`src/rtl/sfr_array.sv`:
```
// sfr_array: parameterised serial-in/parallel-out shift register.
//
// A linear array of WIDTH plain D flip-flops. Each rising edge the register
// either clears, loads a parallel word, shifts one serial bit in (up or
// down), or holds. There is no wrap-around: the bit shifted out is lost.
//
// Ports:
//   i_clk    sole clock, all state changes on the rising edge
//   i_rst_n  synchronous active-low reset, clears every stage
//   i_d      serial data in
//   i_en     shift enable (1 = shift this edge, 0 = hold)
//   i_dir    direction: 0 = up (i_d enters q[0]), 1 = down (i_d enters q[WIDTH-1])
//   i_load   synchronous parallel load strobe, wins over shifting
//   i_pd     parallel load data
//   q        register contents straight from the flip-flops
//   o_so     serial out: the bit the next shift in the current direction discards
module sfr_array #(
  parameter int WIDTH = 4
) (
  input  logic             i_clk,
  input  logic             i_rst_n,
  input  logic             i_d,
  input  logic             i_en,
  input  logic             i_dir,
  input  logic             i_load,
  input  logic [WIDTH-1:0] i_pd,
  output logic [WIDTH-1:0] q,
  output logic             o_so
);

  // One storage element per stage, each written by exactly one process.
  logic stage_q [WIDTH];

  genvar i;
  generate
    for (i = 0; i < WIDTH; i++) begin : g_stage
      logic up_in;
      logic down_in;

      // Neighbour wiring: the end stages take the serial input instead of a
      // neighbour, which is what makes the chain open-ended rather than a ring.
      if (i == 0) begin : g_up_first
        assign up_in = i_d;
      end else begin : g_up_mid
        assign up_in = stage_q[i-1];
      end

      if (i == WIDTH-1) begin : g_down_last
        assign down_in = i_d;
      end else begin : g_down_mid
        assign down_in = stage_q[i+1];
      end

      // Priority reset > load > shift > hold; direction is sampled on the
      // same edge it is used, so a direction change costs no bubble.
      always_ff @(posedge i_clk) begin
        if (!i_rst_n) begin
          stage_q[i] <= 1'b0;
        end else if (i_load) begin
          stage_q[i] <= i_pd[i];
        end else if (i_en) begin
          stage_q[i] <= i_dir ? down_in : up_in;
        end
      end

      assign q[i] = stage_q[i];
    end
  endgenerate

  // Serial out depends only on the flops and the direction select.
  assign o_so = i_dir ? stage_q[0] : stage_q[WIDTH-1];

endmodule

```
`config.mk`:
```
export PLATFORM = sky130hd
export DESIGN_NAME = sfr_array
export DESIGN_NICKNAME = d
export VERILOG_FILES = /design/src/rtl/sfr_array.sv
export SDC_FILE = /design/constraint.sdc
export NUM_CORES = 1
export LEC_CHECK = 0
export ABC_AREA = 1
export BUFFER_PORTS_ARGS = -buffer_cell sky130_fd_sc_hd__clkbuf_2
export CORE_AREA = 8 8 45 47
export CTS_CLUSTER_DIAMETER = 40
export DETAILED_ROUTE_END_ITERATION = 8
export DIE_AREA = 0 0 53 55
export PLACE_DENSITY_LB_ADDON = 0.15
export REMOVE_ABC_BUFFERS = 1
export SYNTH_ARGS = -nofsm -noshare
export SYNTH_HDL_FRONTEND = slang
export SYNTH_SLANG_ARGS = --single-unit
```
`constraint.sdc`:
```
create_clock -name i_clk -period 1.5 [get_ports i_clk]
set_input_delay 0.15 -clock i_clk [delete_from_list [all_inputs] [get_ports i_clk]]
set_output_delay 0.15 -clock i_clk [all_outputs]
set_load 0.01 [all_outputs]
```
* Word-level counts from Yosys, hierarchy flattened
Memory sizes are Yosys's and may differ from the RTL's.
Index checks and enable logic that the tools add are counted.
** Cells by class
- Mux-type cells :: 21
- Bitwise operators :: 8
** Operators with widths (count)
- $mux 1 :: 21
- $or 1x1->1 :: 8
** Word-level totals
- Input port bits :: 10
- Flip-flop bits (word level) :: 0
- Memories :: 1
- Memory bits (writable) :: 4
- Output and inout port bits :: 5
- Logic and storage cells :: 30
** Memories
- stage_q :: depth 4, bits a word 1, read ports 4, clocked after Yosys merged registers in 0, write ports 4, RTL line 32 : logic stage_q [WIDTH];

* Depth between registers and ports, before layout
- Depth after elaboration :: 5
- Gate-level depth with buffers :: 5
- Mapped depth without buffers :: 5

* Worst setup path after synthesis
OpenSTA, ideal clock, no wires.
- Kind :: register to register
- From :: memory stage_q[0][0]
- To :: memory stage_q[1][0], in the netlist stage_q[0][1] (data pin)
- Library setup time :: 0.252 ns
- Buffers on the path :: 0
- Slack :: 0.665 ns
- Clock period less this slack :: 0.835 ns
- Arrival :: 0.582 ns
- Stages on the path, launching flop included :: 5
- Data required time :: 1.248 ns
- Cell sequence :: edfxtp_1 -> nand2_1 -> o21ai_1 -> nand2_1 -> nand2_1
** RTL lines (RTL line)
- start: declaration :: 32

==> impl_metrics.csv <==
group,metric,value,unit
status,run_status,"finished clean",
floorplan,floorplan.die_area,2920,µm²
timing,hold_violations,0,
synthesis,syn-mean-instance-area,6.66,µm²
synthesis,yosys.area.top_type,"sky130_fd_sc_hd__edfxtp_1",
synthesis,area_share_of_the_leading_cell_type_in_the_synthesized_netlist,31.4,%
floorplan,die_width,53,µm
floorplan,chipHeight,55,µm
critical_path,r2r-start,"stage_q[0][0]$_DFFE_PP_",
critical_path,cp-end-kind,"output pin",
critical_path,worst_ep_arrival_time,0.91,ns
synthesis,synth-seq-area-share,38.4,%
timing,timing.max_slew.rel_slack,88.6,%
critical_path,critPathMostFrequentCell,"sky130_fd_sc_hd__nand2_1",
timing,fin_crit_share,70.4,%
synthesis,synthMostInstantiatedCell,"sky130_fd_sc_hd__nand2_1",
power_and_ir_drop,total_leakage_power,0.214,nW
layout,nNetsFinal,68,
critical_path,cp_cell_sequence,"nand2_1 > nand2_1 > clkbuf_2",
synthesis,synth-edff-count,3,
synthesis,yosys-top-cells-count,"sky130_fd_sc_hd__nand2_1 (24), sky130_fd_sc_hd__buf_4 (4), sky130_fd_sc_hd__inv_1 (4)",
timing,min_period,1.06,ns
timing,rsz_0062_raised_after_global_routing,"no",
timing,timing.setup.tns,0,ns
global_route,grt_overflow_total,0,
clock_network,cts_num_sinks,4,
critical_path,required_time_worst_endpoint,1.35,ns
synthesis,yosys_warnings,0,
power_and_ir_drop,peakVddDrop,0.000208,V
layout,post_layout_nonfiller_instances,73,
synthesis,synth_top_cells_by_area,"sky130_fd_sc_hd__edfxtp_1 (31%), sky130_fd_sc_hd__nand2_1 (31%), sky130_fd_sc_hd__buf_4 (10%)",
routing,detailroute.via_count,285,
routing,drt_pre_antenna_iters,3,
layout,layout.filler_cells,153,
critical_path,reg2regPathDepth,4,
worst_hold_path,holdCritPathClass,"primary input to register",
clock_network,clock_tree.buffer_depth,2,
floorplan,coreArea,1380,µm²
floorplan,floorplan.io_pins,15,
critical_path,rr_endpoint,"stage_q[0][1]$_DFFE_PP_",
worst_hold_path,hold_wc_startpoint,"i_pd[2]",
synthesis,synth-seq-cells,4,
routing,drt-initial-drc-count,4,
critical_path,cp_slowest_stage_delay,0.41,ns
layout,final_layout_size_suffix_gt1_share,33.3,%
synthesis,number_of_unique_standard_cell_types_used_by_synthesis,11,
floorplan,initial_utilization,20.7,%
layout,reg_top3,"stage_q x4",
worst_hold_path,worst_hold_path.num_cells,3,
critical_path,timing_worst_setup_path_type,"register to output pin",
routing,wl_per_cell,9.36,µm
place,hpwlAfterDp,577,µm
critical_path,timing.critical_path.from_type,"register",
layout,signed_area_change_from_the_synthesized_netlist_to_the_final_layout,30.1,%
layout,regMostFlops,"stage_q",
layout,ff_latch_area,110,µm²
clock_network,cts_root_buffer,"sky130_fd_sc_hd__clkbuf_4",
routing,vias_per_std_cell,3.90,
clock_network,clock_latency,0.24,ns
routing,remaining_drc_errors,0,
job,maxCapViolations,0,
timing,timing.final.max_slew_violations,0,
layout,number_of_diodes_added_for_antenna_fixing,0,
clock_network,tritoncts,"yes",
worst_hold_path,whs_endpoint,"stage_q[1][0]$_DFF_P_",
clock_network,clock_pin_slew_on_the_worst_setup_and_hold_paths,0.05,ns
timing,final-setup-viol-count,0,
critical_path,timing.critical_path.max_delay_family,"flip-flops",
critical_path,critical-path-slowest-cell,"sky130_fd_sc_hd__edfxtp_1",
clock_network,htree_levels,1,
clock_network,postCtsResizedCells,0,
synthesis,synth_cells,43,
global_route,grt_start_max_net_pins,7,
critical_path,ff2ff_setup_slack,0.59,ns
timing,max_freq,947,MHz
place,gp_congestion,0.713,
synthesis,postSynth.topFlopCell,"sky130_fd_sc_hd__edfxtp_1",
layout,multi_input_area,128,µm²
global_route,vias_in_the_first_global_route,280,
synthesis,synth_async_sr_flop_share,0,%
floorplan,rows,14,
timing,finClkSkew,0.00876,ns
global_route,antenna_found_initial,0,
power_and_ir_drop,power.density_cell_area,936,nW/µm²
routing,antenna_left,0,
clock_network,post_cts_buffers,0,
routing,wirelength,683,µm
clock_network,cts_hold_buffers,0,
timing,worstMarginPinSlew,0.169,ns
place,dpl.cell_count,69,
layout,largest_register_ff_count,4,
global_route,grt_pass1_wl,1.14,mm
place,io_buffer_count,14,
clock_network,cts_buffers,3,
synthesis,netlist_area,287,µm²
critical_path,critical_path.n_buffers_inverters,1,
critical_path,critical_path.max_fanout,3,
global_route,grtUsageTotal,5.75,%
cells by family after synthesis:
logic type             share of synthesized area [%]
and+or+nand+nor                                 41.1
AOI/OAI and AO/OA                               3.49
buffers and inverters                           17.0
DFF                                             38.4
layout by cell type (no fill, tap or decap), drive strengths merged:
| master | instances |
|---|---|
| nand2 | 24 |
| clkbuf | 18 |
| inv | 5 |
| edfxtp | 3 |
| nand3 | 2 |
| o21ai | 2 |
| nor2 | 1 |
| nand4 | 1 |
| dfxtp | 1 |
worst min-delay path, cell delays in order:
cell and delay (ns):
sky130_fd_sc_hd__clkbuf_2 0.07, sky130_fd_sc_hd__nand2_1 0.05, sky130_fd_sc_hd__nand3_1 0.07
layer usage:
layer	global-route usage (%)	routed length, µm	up-vias
met4	9.05	20	0
met5	0	0	-
met3	3.21	96	2
met1	5.95	322	114
met2	6.45	244	13
li1	-	-	156
final cells by class:
cell class / instances / share of cell area [%]
multi-input cells: 30 / 34.2
flip-flops and latches: 4 / 29.5
repair buffers: 14 / 18.8
clock buffers: 4 / 7.05
well taps: 16 / 5.37
inverters: 5 / 5.03
stage by stage:
stage                     setup WS [ns]  hold WS, ns  instance area (µm²)  utilization, %  total power, mW
after floorplan                   0.599        0.276                  256               -            0.167
after global placement            0.597        0.394                  347            25.0            0.199
after detailed placement          0.603        0.384                  347            25.0            0.198
after CTS                         0.431        0.135                  373            26.9            0.355
after global routing              0.401        0.145                  373            26.9            0.377
final                             0.444        0.138                  373            26.9            0.349
how the worst max path moves through the flow:
stage / from / end / slack (ns) / cells after the start
2_1_floorplan: stage_q[0][0]$_DFFE_PP_ / stage_q[0][1]$_DFFE_PP_ / 0.60 / 4
3_3_place_gp: stage_q[0][0]$_DFFE_PP_ / stage_q[0][1]$_DFFE_PP_ / 0.60 / 4
3_5_place_dp: stage_q[0][0]$_DFFE_PP_ / stage_q[0][1]$_DFFE_PP_ / 0.60 / 4
4_1_cts: stage_q[1][1]$_DFFE_PP_ / o_so / 0.43 / 3
5_1_grt: stage_q[1][1]$_DFFE_PP_ / o_so / 0.40 / 3
6_report: stage_q[1][1]$_DFFE_PP_ / o_so / 0.44 / 3
power breakdown:
part | switching (mW) | internal, mW
Sequential | 0.00603 | 0.129
Clock | 0.0540 | 0.100
Combinational | 0.0341 | 0.0252
Note: power is estimated with default switching activity, not from simulation.
